## config.mk

```make
export PLATFORM = sky130hd
export DESIGN_NAME = decode_stage_hz
export DESIGN_NICKNAME = d
export VERILOG_FILES = /design/src/rtl/decode_stage_hz.sv
export SDC_FILE = /design/constraint.sdc
export NUM_CORES = 2
export LEC_CHECK = 0
export CORE_ASPECT_RATIO = 1.4
export CORE_MARGIN = 3
export CORE_UTILIZATION = 25
export DETAILED_ROUTE_END_ITERATION = 6
export REMOVE_ABC_BUFFERS = 1
export SYNTH_ARGS = -nofsm -noshare
export SYNTH_HDL_FRONTEND = slang
export SYNTH_SLANG_ARGS = --single-unit
export TNS_END_PERCENT = 10
```

## constraint.sdc

```tcl
create_clock -name clk -period 2.1 [get_ports clk]
set_input_delay 0.42 -clock clk [delete_from_list [all_inputs] [get_ports clk]]
set_output_delay 0.42 -clock clk [all_outputs]
set_load 0.02 [all_outputs]
```

## src/rtl/decode_stage_hz.sv

```systemverilog
// Decode stage with hazard handling: control decode, register file, immediate extend and ID/EX register.
// Optional macro ID_WB_BYPASS_EN: a register being written back this cycle is read as ResultW.
module decode_stage_hz #(
  parameter int unsigned XLEN   = 32,
  parameter int unsigned REG_AW = 5
) (
  input  logic              clk,
  input  logic              rst,
  input  logic [31:0]       InstrD,
  input  logic [XLEN-1:0]   PCD,
  input  logic              ValidD,
  input  logic              RegWriteW,
  input  logic [REG_AW-1:0] RDW,
  input  logic [XLEN-1:0]   ResultW,
  input  logic              FlushE,
  input  logic              HoldE,
  output logic              StallD,
  output logic              ValidE,
  output logic              BranchE,
  output logic              ResultSrcE,
  output logic              MemWriteE,
  output logic              RegWriteE,
  output logic              ALUSrcE,
  output logic [3:0]        ALUControlE,
  output logic [REG_AW-1:0] RS1E,
  output logic [REG_AW-1:0] RS2E,
  output logic [REG_AW-1:0] RDE,
  output logic [XLEN-1:0]   RD1E,
  output logic [XLEN-1:0]   RD2E,
  output logic [XLEN-1:0]   ImmExtE,
  output logic [XLEN-1:0]   PCE
);
  localparam int unsigned NREGS = 2 ** REG_AW;

  localparam logic [2:0] IMM_I = 3'd0, IMM_S = 3'd1, IMM_B = 3'd2, IMM_J = 3'd3, IMM_U = 3'd4;
  localparam logic [3:0] ALU_ADD = 4'd0, ALU_SUB = 4'd1, ALU_AND = 4'd2, ALU_OR = 4'd3,
                         ALU_XOR = 4'd4, ALU_SLT = 4'd5, ALU_SLL = 4'd6, ALU_SRL = 4'd7,
                         ALU_SRA = 4'd8, ALU_SLTU = 4'd9;

  typedef struct packed {
    logic              valid;
    logic              branch;
    logic              result_src;
    logic              mem_write;
    logic              reg_write;
    logic              alu_src;
    logic [3:0]        alu_ctrl;
    logic [REG_AW-1:0] rs1;
    logic [REG_AW-1:0] rs2;
    logic [REG_AW-1:0] rd;
    logic [XLEN-1:0]   rd1;
    logic [XLEN-1:0]   rd2;
    logic [XLEN-1:0]   imm;
    logic [XLEN-1:0]   pc;
  } idex_t;

  logic [6:0]        op;
  logic [2:0]        f3;
  logic              f7b5;
  logic [REG_AW-1:0] rs1_d, rs2_d, rd_d;
  logic              reg_write, alu_src, mem_write, result_src, branch;
  logic [1:0]        alu_op;
  logic [2:0]        imm_src;
  logic [3:0]        alu_ctrl;
  logic [31:0]       imm32;
  logic [XLEN-1:0]   rd1_d, rd2_d;
  logic [XLEN-1:0]   regs [NREGS];
  logic              load_use;
  idex_t             d, q;

  assign op    = InstrD[6:0];
  assign f3    = InstrD[14:12];
  assign f7b5  = InstrD[30];
  assign rs1_d = InstrD[15 +: REG_AW];
  assign rs2_d = InstrD[20 +: REG_AW];
  assign rd_d  = InstrD[7 +: REG_AW];

  // Main control decode
  always_comb begin
    reg_write  = 1'b0;
    alu_src    = 1'b0;
    mem_write  = 1'b0;
    result_src = 1'b0;
    branch     = 1'b0;
    alu_op     = 2'b00;
    imm_src    = IMM_I;
    case (op)
      7'b0000011: begin reg_write = 1'b1; alu_src = 1'b1; result_src = 1'b1; end
      7'b0100011: begin alu_src = 1'b1; mem_write = 1'b1; imm_src = IMM_S; end
      7'b0110011: begin reg_write = 1'b1; alu_op = 2'b10; end
      7'b0010011: begin reg_write = 1'b1; alu_src = 1'b1; alu_op = 2'b10; end
      7'b1100011: begin branch = 1'b1; alu_op = 2'b01; imm_src = IMM_B; end
      7'b1101111: begin reg_write = 1'b1; branch = 1'b1; imm_src = IMM_J; end
      7'b0110111: begin reg_write = 1'b1; alu_src = 1'b1; imm_src = IMM_U; end
      default: ;
    endcase
  end

  // ALU operation decode
  always_comb begin
    alu_ctrl = ALU_ADD;
    case (alu_op)
      2'b00: alu_ctrl = ALU_ADD;
      2'b01: alu_ctrl = ALU_SUB;
      default: begin
        case (f3)
          3'b000:  alu_ctrl = (op[5] && f7b5) ? ALU_SUB : ALU_ADD;
          3'b001:  alu_ctrl = ALU_SLL;
          3'b010:  alu_ctrl = ALU_SLT;
          3'b011:  alu_ctrl = ALU_SLTU;
          3'b100:  alu_ctrl = ALU_XOR;
          3'b101:  alu_ctrl = f7b5 ? ALU_SRA : ALU_SRL;
          3'b110:  alu_ctrl = ALU_OR;
          default: alu_ctrl = ALU_AND;
        endcase
      end
    endcase
  end

  // Immediate extend
  always_comb begin
    imm32 = '0;
    case (imm_src)
      IMM_I:   imm32 = {{20{InstrD[31]}}, InstrD[31:20]};
      IMM_S:   imm32 = {{20{InstrD[31]}}, InstrD[31:25], InstrD[11:7]};
      IMM_B:   imm32 = {{19{InstrD[31]}}, InstrD[31], InstrD[7], InstrD[30:25], InstrD[11:8], 1'b0};
      IMM_J:   imm32 = {{11{InstrD[31]}}, InstrD[31], InstrD[19:12], InstrD[20], InstrD[30:21], 1'b0};
      IMM_U:   imm32 = {InstrD[31:12], 12'b0};
      default: imm32 = '0;
    endcase
  end

  // Register file; entry 0 is never written
  always_ff @(posedge clk or negedge rst) begin
    if (!rst) begin
      for (int unsigned i = 0; i < NREGS; i++) regs[REG_AW'(i)] <= '0;
    end else if (RegWriteW && RDW != '0) begin
      regs[RDW] <= ResultW;
    end
  end

  always_comb begin
    rd1_d = (rs1_d == '0) ? '0 : regs[rs1_d];
    rd2_d = (rs2_d == '0) ? '0 : regs[rs2_d];
`ifdef ID_WB_BYPASS_EN
    if (RegWriteW && RDW != '0 && RDW == rs1_d) rd1_d = ResultW;
    if (RegWriteW && RDW != '0 && RDW == rs2_d) rd2_d = ResultW;
`endif
  end

  // Both sources are compared even when the opcode has no rs2
  assign load_use = q.valid && q.result_src && q.reg_write && q.rd != '0 &&
                    (q.rd == rs1_d || q.rd == rs2_d);
  assign StallD   = (load_use || HoldE) && !FlushE;

  always_comb begin
    d            = '0;
    d.valid      = 1'b1;
    d.branch     = branch;
    d.result_src = result_src;
    d.mem_write  = mem_write;
    d.reg_write  = reg_write;
    d.alu_src    = alu_src;
    d.alu_ctrl   = alu_ctrl;
    d.rs1        = rs1_d;
    d.rs2        = rs2_d;
    d.rd         = rd_d;
    d.rd1        = rd1_d;
    d.rd2        = rd2_d;
    d.imm        = XLEN'($signed(imm32));
    d.pc         = PCD;
  end

  // ID/EX register: flush beats hold, hold beats bubble/load
  always_ff @(posedge clk or negedge rst) begin
    if (!rst) begin
      q <= '0;
    end else if (FlushE) begin
      q <= '0;
    end else if (!HoldE) begin
      if (load_use || !ValidD) q <= '0;
      else                     q <= d;
    end
  end

  assign ValidE      = q.valid;
  assign BranchE     = q.branch;
  assign ResultSrcE  = q.result_src;
  assign MemWriteE   = q.mem_write;
  assign RegWriteE   = q.reg_write;
  assign ALUSrcE     = q.alu_src;
  assign ALUControlE = q.alu_ctrl;
  assign RS1E        = q.rs1;
  assign RS2E        = q.rs2;
  assign RDE         = q.rd;
  assign RD1E        = q.rd1;
  assign RD2E        = q.rd2;
  assign ImmExtE     = q.imm;
  assign PCE         = q.pc;

endmodule

```

==> metrics <==
height of the chip=587 µm; sequential power share=46.4%; sequential area share after synthesis=48.9%; fin. max-slew vios=0; Num CTS Buffers=111; top cells by area, synth=dfrtp_1 49%, mux2_2 18%, mux4_2 12%; area leader, netlist=dfrtp_1; status=complete, but fails checks; internal power=45.7 mW; setup_tns=-5.24 ns; Fin Hold WS=0.147 ns; slew margin rel.=47.0%; Post-Syn Instances=4,249; synthesized area=60,200 µm²; Worst-Margin Slew=0.794 ns; Final Total Pwr=63.3 mW; core footprint=239,000 µm²; router iterations before antenna repair=7; I/O Buffers=260; clk_skew=0.0666 ns; worst path arrival time=2.23 ns; Final Wtd Congestion=0.839; TritonCTS Sinks=1,177; R2R setup slack=-0.20 ns; achievable frequency=377 MHz; initial antenna violation count=13; Reg2Reg Depth=11; Chip Width=421 µm; Global Route Usage Sum=16.9%; Min Clock Period, post-route=2.65 ns; final hold violations=0; starting density of the core=25.2%; Synth Area in Compound Gates=8.33%; routed len/inst=27.1 µm; Worst path max stage delay=0.45 ns; Synth Area per Inst=14.2 µm²; crit path cell chain=buf_12, xnor2_4, nand2_4, o22ai_4, buf_12, a21oi_2, nor2_1, buf_4; first-pass GRT wire length=308,000 µm; failing checks=negative setup slack; Simple-Gate Fraction of Synth Area=1.33%; CTS tree=built; share of the synthesized area in the top cell type=48.9%; family with the most delay on the worst path=flip-flops; FF-to-FF End=RD1E[20]$_DFFE_PN0P_; htree depth=3; Root Driver=clkbuf_16; post-DP HPWL=140,000 µm; largest family of logic cells by synthesized area=multiplexers; drt total wl=214,000 µm; DRT iter0 DRCs=3,364; vias in the first global route=43,100; critical path class=reg2out; Clock Power Share=34.2%; full die area=247,000 µm²; # rows=212; Clk pin slew, worst setup/hold paths=0.07 ns; post-synth cell types=55; combinational fraction of design power=19.4%; area share of fa/ha/maj cells after synthesis=0%; PwrDens=857 nW/µm²; Post-synth ARST share=100%; Post-synth EDFFs=0; post-synthesis mux area share=37.0%; warning count from the yosys run=0; RSZ-0062 raised after global routing=true; Synth Flop Type=dfrtp_1; R2R Path Start=RDE[1]$_DFFE_PN0P_; Final Util=30.9%; Clock Tree Buf Depth=3; launching element type of the critical path=flip-flop; Final WS setup=-0.551 ns; share of cells above drive strength 1=42.9%; CP max FO=2; Synth Area in XOR/XNOR=0.160%; Crit-path slowest cell=dfrtp_2; final setup fails=53; Synth top cells by count=1,177 x dfrtp_1, 951 x mux2_2, 380 x mux2i_1; DP Worst Slack=-0.556 ns; DRC Markers=0; Worst-Skew Late Latency=0.76 ns; CP Capture Type=primary output; Bufs and invs on worst path=3; largest net degree at the start of global routing=101; most frequent cell after synthesis=dfrtp_1; Hold Path Class=in2async; Worst path most repeated cell=buf_12; Net Sw Power=17.6 mW; MaxCap Viol Count=0; Tcrit/Tclk final=126%; DR vias/cell=5.21; Peak VDD IR=716 µV; post-synthesis register bit count=1,177; GRT Residual Overflow=0; via count=41,100; Crit path required time=1.68 ns; Layout area overhead=22.7%; P_leak=32.3 nW; Switching Fraction=27.8%; io pins=261; final net count=4,686; Routed Antenna Nets=0
[timing repair]
item                                    CTS  global route
pin swaps                                13            30
hold buffers                              1             0
buffers inserted                          0             2
hold endpoints to repair                515             0
gates cloned                              0             2
endpoints found under the setup margin  273            51
resized for setup                       200            32
[how the worst max path moves through the flow]
| stage | start | endpoint | slack, ns | cells past startpoint |
|---|---|---|---|---|
| 2_1_floorplan | FlushE | RD1E[30]$_DFFE_PN0P_ | -4.32 | 5 |
| 3_3_place_gp | InstrD[19] | StallD | -0.61 | 9 |
| 3_5_place_dp | InstrD[15] | RD1E[29]$_DFFE_PN0P_ | -0.56 | 7 |
| 4_1_cts | RDE[3]$_DFFE_PN0P_ | StallD | -0.63 | 8 |
| 5_1_grt | RDE[3]$_DFFE_PN0P_ | StallD | -0.64 | 8 |
| 6_report | RDE[3]$_DFFE_PN0P_ | StallD | -0.55 | 8 |
[final cells by class]
class / count / area, µm²
clock buffers: 160 / 3180
flip-flops and latches: 1177 / 29500
repair buffers: 701 / 7830
inverters: 2 / 7.51
diodes: 10 / 25.0
clock inverters: 44 / 684
multi-input cells: 2586 / 28700
well taps: 3210 / 4020
fillers: 23700 / 165000
[state kept, by name, summed over array words and instances, names as in the netlist, 5 cells and up]
name,flops
RD2E,32
ImmExtE,32
regs,1024
RDE,5
RS1E,5
RD1E,32
PCE,32
RS2E,5
[kinds of logic after synthesis]
| family | count (synthesis) |
|---|---|
| compound gates | 705 |
| simple gates | 172 |
| flops | 1177 |
| buf+inv | 486 |
| xor+xnor | 11 |
| mux | 1698 |
[power by group through the flow]
stage / Sequential [mW] / Clock (mW) / Combinational (mW)
2_1_floorplan: 28.9 / 0 / 7.68
3_3_place_gp: 29.4 / 0 / 12.0
3_5_place_dp: 29.7 / 0 / 12.3
4_1_cts: 29.3 / 22.1 / 12.3
5_1_grt: 29.8 / 22.9 / 13.2
6_report: 29.4 / 21.6 / 12.3
[routing by layer]
metal	part of all wire (%)	global-route usage [%]
met4	5.2	8.05
met2	49	28.6
met3	6.2	2.88
met5	0.014	0
met1	40	20.9
[through the flow]
| stage | std cells | area (µm²) |
|---|---|---|
| floorplan | 3765 | 57700 |
| global route | 7882 | 73900 |
| global placement | 7671 | 69800 |
| CTS | 7876 | 73700 |
| detailed placement | 7671 | 69800 |
| finish | 7890 | 73900 |
[cell usage in the layout, fill, tap and decap left out, drive strengths merged, types with 12 or more instances in the layout]
cell | netlist | layout
a221oi | 64 | 64
bufinv | 0 | 12
clkinv | 0 | 26
clkdlybuf4s50 | 0 | 95
nand2 | 91 | 91
dlygate4sd2 | 0 | 139
o22ai | 65 | 65
mux2i | 380 | 380
o21ai | 124 | 124
nor2 | 32 | 32
clkdlybuf4s15 | 0 | 13
clkbuf | 229 | 164
o221ai | 62 | 62
buf | 255 | 449
mux2 | 994 | 994
a211oi | 63 | 63
a22o | 119 | 119
a21oi | 91 | 91
mux4 | 324 | 324
dfrtp | 1177 | 1177
a22oi | 101 | 101
[worst reg2reg max path, delay by kind of cell (launching register included)]
kind                      cells  cell delay, ns
AOI/OAI and AO/OA             4            0.67
buffers and inverters         5            0.87
DFF                           1            0.43
and+or+nand+nor               1            0.14
xor gates and xnor gates      1            0.17
Note: power is estimated with default switching activity, not from simulation.
